$ cat src/rtl/multicyc_mcu.sv
// Multi-cycle MIPS control FSM (R-type, lw, sw, beq, addi, j; others halt).
// Optional: define MULTICYC_MCU_MEM_WAIT_EN to honour mem_ready wait states;
// otherwise every memory state completes in one cycle.
module multicyc_mcu #(
  parameter int unsigned ST_W = 4
) (
  input  logic            clk,
  input  logic            reset_n,
  input  logic [5:0]      opcode,
  input  logic            eq,
  input  logic            mem_ready,
  output logic            iord,
  output logic            mem_we,
  output logic            ir_we,
  output logic            pc_en,
  output logic [1:0]      pc_src,
  output logic            alu_srca_sel,
  output logic [1:0]      alu_srcb_sel,
  output logic [3:0]      aluop,
  output logic            reg_we,
  output logic            wreg_dst_sel,
  output logic            wreg_data_sel,
  output logic            illegal_op,
  output logic [ST_W-1:0] state_debug
);

  typedef enum logic [ST_W-1:0] {
    FETCH  = ST_W'(0),
    DECODE = ST_W'(1),
    MEMADR = ST_W'(2),
    MEMRD  = ST_W'(3),
    MEMWB  = ST_W'(4),
    MEMWR  = ST_W'(5),
    EXEC   = ST_W'(6),
    ALUWB  = ST_W'(7),
    BRANCH = ST_W'(8),
    ADDIEX = ST_W'(9),
    ADDIWB = ST_W'(10),
    JUMP   = ST_W'(11),
    HALT   = ST_W'(15)
  } state_t;

  localparam logic [5:0] OP_RTYPE = 6'b000000;
  localparam logic [5:0] OP_LW    = 6'b100011;
  localparam logic [5:0] OP_SW    = 6'b101011;
  localparam logic [5:0] OP_BEQ   = 6'b000100;
  localparam logic [5:0] OP_ADDI  = 6'b001000;
  localparam logic [5:0] OP_J     = 6'b000010;

  localparam logic [3:0] ALU_ADD   = 4'b0000;
  localparam logic [3:0] ALU_SUB   = 4'b0001;
  localparam logic [3:0] ALU_FUNCT = 4'b0010;

  state_t state_q;
  state_t state_d;
  logic   mem_rdy;

`ifdef MULTICYC_MCU_MEM_WAIT_EN
  assign mem_rdy = mem_ready;
`else
  logic unused_mem_ready;
  assign unused_mem_ready = mem_ready;
  assign mem_rdy          = 1'b1;
`endif

  // State register; reset aborts any instruction in flight.
  always_ff @(posedge clk or negedge reset_n) begin
    if (!reset_n) state_q <= FETCH;
    else          state_q <= state_d;
  end

  // Next-state sequencing.
  always_comb begin
    state_d = state_q;
    case (state_q)
      FETCH:  if (mem_rdy) state_d = DECODE;
      DECODE: begin
        case (opcode)
          OP_LW, OP_SW: state_d = MEMADR;
          OP_RTYPE:     state_d = EXEC;
          OP_BEQ:       state_d = BRANCH;
          OP_ADDI:      state_d = ADDIEX;
          OP_J:         state_d = JUMP;
          default:      state_d = HALT;
        endcase
      end
      MEMADR: state_d = (opcode == OP_SW) ? MEMWR : MEMRD;
      MEMRD:  if (mem_rdy) state_d = MEMWB;
      MEMWB:  state_d = FETCH;
      MEMWR:  if (mem_rdy) state_d = FETCH;
      EXEC:   state_d = ALUWB;
      ALUWB:  state_d = FETCH;
      BRANCH: state_d = FETCH;
      ADDIEX: state_d = ADDIWB;
      ADDIWB: state_d = FETCH;
      JUMP:   state_d = FETCH;
      HALT:   state_d = HALT;
      default: state_d = FETCH;
    endcase
  end

  // Per-state datapath controls. FETCH enables are gated by reset_n so
  // nothing loads while reset is held (state already reads FETCH then).
  always_comb begin
    iord          = 1'b0;
    mem_we        = 1'b0;
    ir_we         = 1'b0;
    pc_en         = 1'b0;
    pc_src        = 2'b00;
    alu_srca_sel  = 1'b0;
    alu_srcb_sel  = 2'b00;
    aluop         = ALU_ADD;
    reg_we        = 1'b0;
    wreg_dst_sel  = 1'b0;
    wreg_data_sel = 1'b0;
    illegal_op    = 1'b0;
    case (state_q)
      FETCH: begin
        alu_srcb_sel = 2'b01;
        ir_we        = mem_rdy & reset_n;
        pc_en        = mem_rdy & reset_n;
      end
      DECODE: alu_srcb_sel = 2'b11;
      MEMADR: begin
        alu_srca_sel = 1'b1;
        alu_srcb_sel = 2'b10;
      end
      MEMRD: iord = 1'b1;
      MEMWB: begin
        reg_we        = 1'b1;
        wreg_data_sel = 1'b1;
      end
      MEMWR: begin
        iord   = 1'b1;
        mem_we = 1'b1;
      end
      EXEC: begin
        alu_srca_sel = 1'b1;
        aluop        = ALU_FUNCT;
      end
      ALUWB: begin
        reg_we       = 1'b1;
        wreg_dst_sel = 1'b1;
      end
      BRANCH: begin
        alu_srca_sel = 1'b1;
        aluop        = ALU_SUB;
        pc_src       = 2'b01;
        pc_en        = eq;
      end
      ADDIEX: begin
        alu_srca_sel = 1'b1;
        alu_srcb_sel = 2'b10;
      end
      ADDIWB: reg_we = 1'b1;
      JUMP: begin
        pc_src = 2'b10;
        pc_en  = 1'b1;
      end
      HALT: illegal_op = 1'b1;
      default: ;
    endcase
  end

  assign state_debug = state_q;

endmodule

$ cat config.mk
export PLATFORM = sky130hd
export DESIGN_NAME = multicyc_mcu
export DESIGN_NICKNAME = d
export VERILOG_FILES = /design/src/rtl/multicyc_mcu.sv
export SDC_FILE = /design/constraint.sdc
export NUM_CORES = 1
export LEC_CHECK = 0
export BUFFER_PORTS_ARGS = -buffer_cell sky130_fd_sc_hd__buf_2
export CAP_MARGIN = 10
export CELL_PAD_IN_SITES_DETAIL_PLACEMENT = 1
export CELL_PAD_IN_SITES_GLOBAL_PLACEMENT = 1
export CORE_UTILIZATION = 29
export DETAILED_ROUTE_END_ITERATION = 7
export PLACE_DENSITY = 0.9
export SETUP_SLACK_MARGIN = 0.5
export SLEW_MARGIN = 20
export SYNTH_ARGS = -nofsm -noshare
export SYNTH_HDL_FRONTEND = slang
export SYNTH_SLANG_ARGS = --single-unit
$ cat constraint.sdc
create_clock -name clk -period 3.7 [get_ports clk]
set_input_delay 0.74 -clock clk [delete_from_list [all_inputs] [get_ports clk]]
set_output_delay 0.74 -clock clk [all_outputs]
set_load 0.03 [all_outputs]
==> results.md, run 1 <==
- Run status: finished, violations left
- Failing checks: DRC
- Max reg flops: 4
- Clock Tree Root: clkbuf_4
- Post-synth top area cell: dfrtp_1
- Sequential power share: 22.1%
- Max_cap viols: 0
- Asr flop ratio synth: 100%
- Comb power frac: 69.4%
- Num Clock Sinks: 4
- CP top delay family: simple AND/OR/NAND/NOR gates
- Post-Route WL: 1.47 mm
- Std-Cell Rows: 14
- Hold Worst Slack: 320 ps
- Vias in the first global route: 544
- Post-Synthesis Cells: 68
- Hold_buf cts: 0
- Syn avg cell area: 7.40 um2
- Critical path capture point type: primary output
- Setup TNS: 0 ps
- Via density: 5.25
- PwrDens: 1000 nW/um2
- Num ports: 31
- Post-synth EDFFs: 0
- Psw: 0.382 mW
- Clock share of power: 8.5%
- GPL Wtd Cong: 0.818
- TritonCTS clock tree: yes
- CTS H-Tree Depth: 1
- VDD IR max: 0.284 mV
- CTS resizes: 0
- Pins over their slew limit: 0
- RSZ-0062 raised after global routing: no
- Buffer depth of the longest clock path: 2
- Routed Antenna Nets: 0
- Clock-pin slew on the worst setup and hold paths: 40 ps
- Global Route Usage Sum: 17.1%
- DP Area: 598 um2
- Half-perimeter wire length after placement: 1.16 mm
- Yosys warns: 0
- Final nets: 104
- Pint: 0.240 mW
- Worst endpoint required time: 2960 ps
- Post-synthesis sequential area ratio: 19.9%
- Ant diodes: 0
- Clock skew: 1.16 ps
- Worst path arrival time: 1680 ps
- Port Buffers: 27
- Drt initial violations: 8
- Area grow syn2layout: 23.4%
- Final setup vio count: 0
- First-pass GRT wire length: 2.45 mm
- Fmax: 414 MHz
- Clock latency at the later pin of the worst-skew pair: 230 ps
- Antenna violations before repair: 0
- Starting density of the core: 32.3%
- WL per Instance: 13.6 um
- Slowest cell on the critical path: dfrtp_1
- Area contributors post-synth: dfrtp_1, nand2b_1, nor2_1
- Synth top area share: 19.9%
- HP Class: in -> async
- Grt ovf: 0
- Largest net degree at the start of global routing: 17
- Crit-path max cell delay: 500 ps
- Inserted Clock Buffers: 3
- Min Tclk post-route: 2420 ps
- Commonest non-fill, non-tap cell in the layout: buf_2
- Switching Share: 61.4%
- Most frequent cells in the layout: buf_2, nor2_1, nand2b_1, nand2_1
- Layout Cells excl Fill: 108
- Die area: 1900 um2
- Share of cells above drive strength 1: 37.0%
- Core Area: 1560 um2
- Die width: 43.6 um
- Vias: 567
- Yosys reg bits: 4
- Design area: 621 um2
- Critical Path, Cell by Cell: nand2b_1 > or2_2 > a21oi_1 > buf_2
- # Post-CTS Setup Buffers: 0
- Drt drc: 4
- Crit path buf inv count: 1
- Pre-antenna DRT Iters: 6
- Critical Path Start Type: flop
- Final Cycle Share: 65.3%
- Die Height: 43.6 um
- Critical path class: reg -> out
- Critical Path Fanout Max: 13
- Ys flop type: dfrtp_1
- Final Hold Fails: 0
- Synthesized cell area: 503 um2
- Pleak: 0.316 nW
- Placed insts: 105
- Number of distinct library cells after synthesis: 34
-- final timing paths --
kind	startpoint	end	slack (ps)	depth (start not counted)
setup / recovery	state_debug[0]$_DFF_PN0_	alu_srcb_sel[1]	1280	4
hold / removal	reset_n	state_debug[0]$_DFF_PN0_	320	1
setup reg to reg	state_debug[3]$_DFF_PN0_	state_debug[2]$_DFF_PN0_	2300	3
hold reg to reg	state_debug[1]$_DFF_PN0_	state_debug[2]$_DFF_PN0_	740	1
max in group asynchronous	reset_n	state_debug[1]$_DFF_PN0_	3240	1
min in group clk	state_debug[1]$_DFF_PN0_	state_debug[2]$_DFF_PN0_	740	1
-- metal layers --
| layer | track usage, % | routed length, um | vias up |
|---|---|---|---|
| li1 | - | - | 287 |
| met1 | 22.5 | 635 | 254 |
| met2 | 26.9 | 732 | 24 |
| met3 | 2.50 | 83 | 2 |
| met4 | 9.38 | 19 | 0 |
| met5 | 0 | 0 | - |
-- through the flow --
stage	utilization, %	setup WS, ps	total power [mW]
finish	39.8	1280	0.623
global route	39.8	1130	0.674
CTS	39.8	1270	0.631
detailed placement	38.4	1490	0.572
global placement	38.4	1500	0.558
floorplan	-	1060	0.485
-- power groups by stage --
stage / Clock [mW] / Combinational [mW] / Sequential [mW]
floorplan: 0 / 0.359 / 0.126
global placement: 0 / 0.422 / 0.136
detailed placement: 0 / 0.434 / 0.139
CTS: 0.0561 / 0.437 / 0.138
global route: 0.0576 / 0.465 / 0.151
finish: 0.0529 / 0.432 / 0.138
-- cells in the mapped netlist (all sizes together), types with 2 or more instances --
cell type and n:
a311oi 2, o21ai 5, nor2 8, dfrtp 4, nand2 6, buf 6
nor3 5, a21oi 3, nand2b 6, and2 2, a21o 3
-- area by class of cell --
class | count | area, um2
Tap cell | 16 | 20.0
Sequential cell | 4 | 100
Timing Repair Buffer | 27 | 135
Multi-Input combinational cell | 57 | 339
Fill cell | 217 | 938
Clock buffer | 3 | 22.5
Inverter | 1 | 3.75
-- worst reg2reg max path, delay by kind of cell, from the launching register on --
family          cells  cell delay [ps]
simple gates        2              660
flops               1              550
compound gates      1              110
-- kinds of logic (layout without fill, tap and decap cells) --
family / after synthesis / count (layout) / synth area share (%)
buf+inv: 8 / 31 / 13.4
xor+xnor: 2 / 2 / 3.48
flops: 4 / 4 / 19.9
compound gates: 17 / 17 / 23.9
simple gates: 36 / 36 / 38.6
other cells: 1 / 2 / 0.746
(Power assumes the default switching activity.)
==> run 2, diff against run 1 <==
Settings changed: CORE_UTILIZATION 29 to 27, PLACE_DENSITY 0.9 to 0.85.
Clock period 3.7 ns to 2.42 ns, I/O delays scaled along.
==> results.md, run 2 (same netlist as run 1, synthesis figures left out) <==
- Run status: finished, final reports clean
- Worst endpoint required time: 1940 ps
- Vias in the first global route: 630
- VDD IR max: 0.572 mV
- Global Route Usage Sum: 18.9%
- Routed Antenna Nets: 0
- Final Hold Fails: 0
- Clock latency at the later pin of the worst-skew pair: 240 ps
- CTS H-Tree Depth: 1
- Flip-flop and latch area: 105 um2
- Inserted Clock Buffers: 3
- R2R cell count: 5
- Num ports: 31
- Half-perimeter wire length after placement: 1.10 mm
- Max reg flops: 4
- Antenna violations before repair: 0
- DP Worst Slack: 490 ps
- Reg-to-Reg End: state_debug[2]$_DFF_PN0_
- Critical Path Start Type: flop
- Min Tclk post-route: 1930 ps
- Num Clock Sinks: 4
- Drt drc: 0
- Setup slack after layout: 488 ps
- Pins over their slew limit: 0
- R2R setup slack: 890 ps
- Port Buffers: 27
- First-pass GRT wire length: 2.69 mm
- Grt ovf: 0
- Starting density of the core: 28.8%
- TritonCTS clock tree: yes
- Die area: 2040 um2
- Buffer depth of the longest clock path: 2
- RSZ-0062 raised after global routing: yes
- Clock share of power: 7.3%
- Ant diodes: 0
- Final nets: 115
- HP Class: in -> async
- Setup crit end: alu_srcb_sel[1]
- Multi-input logic area: 357 um2
- Worst path arrival time: 1450 ps
- Die Height: 45.2 um
- Via density: 4.91
- Drt initial violations: 2
- Commonest non-fill, non-tap cell in the layout: buf_2
- Fmax: 517 MHz
- CP Launch Point: state_debug[0]$_DFF_PN0_
- GPL Wtd Cong: 0.695
- Final Cycle Share: 79.9%
- Switching Share: 55.0%
- Pre-antenna DRT Iters: 5
- Largest net degree at the start of global routing: 15
- Hold_buf cts: 0
- Most frequent cells in the layout: buf_2, buf_4, nor2_1
- PwrDens: 1550 nW/um2
- Vias: 628
- Psw: 0.651 mW
- Clock Tree Root: clkbuf_4
- Critical Path Fanout Max: 4
- Critical path class: reg -> out
- Comb power frac: 78.7%
- Std-Cell Rows: 15
- Setup TNS: 0 ps
- Sequential power share: 14.0%
- Share of cells above drive strength 1: 50.5%
- Post-Route WL: 1.66 mm
- Core Area: 1750 um2
- Final setup vio count: 0
- Area grow syn2layout: 51.7%
- Max_cap viols: 0
- Reg-to-Reg Start: state_debug[3]$_DFF_PN0_
- Fillers: 233
- Critical path capture point type: primary output
- Pleak: 0.376 nW
- Clock-pin slew on the worst setup and hold paths: 40 ps
- Die width: 45.2 um
- Clock skew: 6.83 ps
- WL per Instance: 13.0 um
- Pint: 0.533 mW
-- run 2: how the worst min path moves through the flow --
stage / depth (start not counted) / end
2_1_floorplan: 0 / state_debug[0]$_DFF_PN0_
3_3_place_gp: 1 / state_debug[2]$_DFF_PN0_
3_5_place_dp: 1 / state_debug[2]$_DFF_PN0_
4_1_cts: 1 / state_debug[2]$_DFF_PN0_
5_1_grt: 1 / state_debug[0]$_DFF_PN0_
6_report: 1 / state_debug[0]$_DFF_PN0_
-- run 2: critical path, stage by stage (launching register included) --
cell and delay [ps]:
dfrtp_2 420, nand2b_1 200, or2_4 270, a21oi_2 170, buf_6 150
-- run 2: cell type report --
| class | instances | area share (%) |
|---|---|---|
| Multi-Input combinational cell | 57 | 46.7 |
| Timing Repair Buffer | 38 | 32.0 |
| Sequential cell | 4 | 13.8 |
| Tap cell | 25 | 4.10 |
| Clock buffer | 3 | 2.95 |
| Inverter | 1 | 0.492 |
-- run 2: what timing repair did --
| item | 4_1_cts | 5_1_grt |
|---|---|---|
| buffers inserted | 7 | 4 |
| gates resized for setup | 8 | 3 |
| setup endpoints to repair | 9 | 7 |
| hold endpoints to repair | 0 | 0 |
-- run 2: power groups by stage --
| stage | clock [mW] | sequential, mW | combinational (mW) |
|---|---|---|---|
| floorplan | 0 | 0.193 | 0.573 |
| global placement | 0 | 0.216 | 0.660 |
| detailed placement | 0 | 0.221 | 0.677 |
| CTS | 0.0861 | 0.171 | 0.858 |
| global route | 0.0941 | 0.174 | 1.01 |
| finish | 0.0867 | 0.166 | 0.932 |
-- run 2: routing by layer --
layer / vias up / part of all wire [%] / GRT usage (%)
met5: - / 0 / 0
met4: 0 / 2.6 / 12.7
met3: 4 / 4.6 / 2.40
met2: 27 / 54 / 34.8
met1: 288 / 38 / 19.6
li1: 309 / - / -
-- run 2: per-stage QoR --
step | utilization, % | hold WS, ps | instances | instance area, um2 | total power [mW]
after global placement | 35.8 | 304 | 114 | 624 | 0.876
after floorplan | - | 188 | 69 | 522 | 0.766
after detailed placement | 35.8 | 307 | 114 | 624 | 0.899
final | 43.7 | 48.0 | 128 | 763 | 1.18
after CTS | 41.7 | 54.2 | 124 | 728 | 1.12
after global routing | 43.7 | 53.7 | 128 | 763 | 1.28
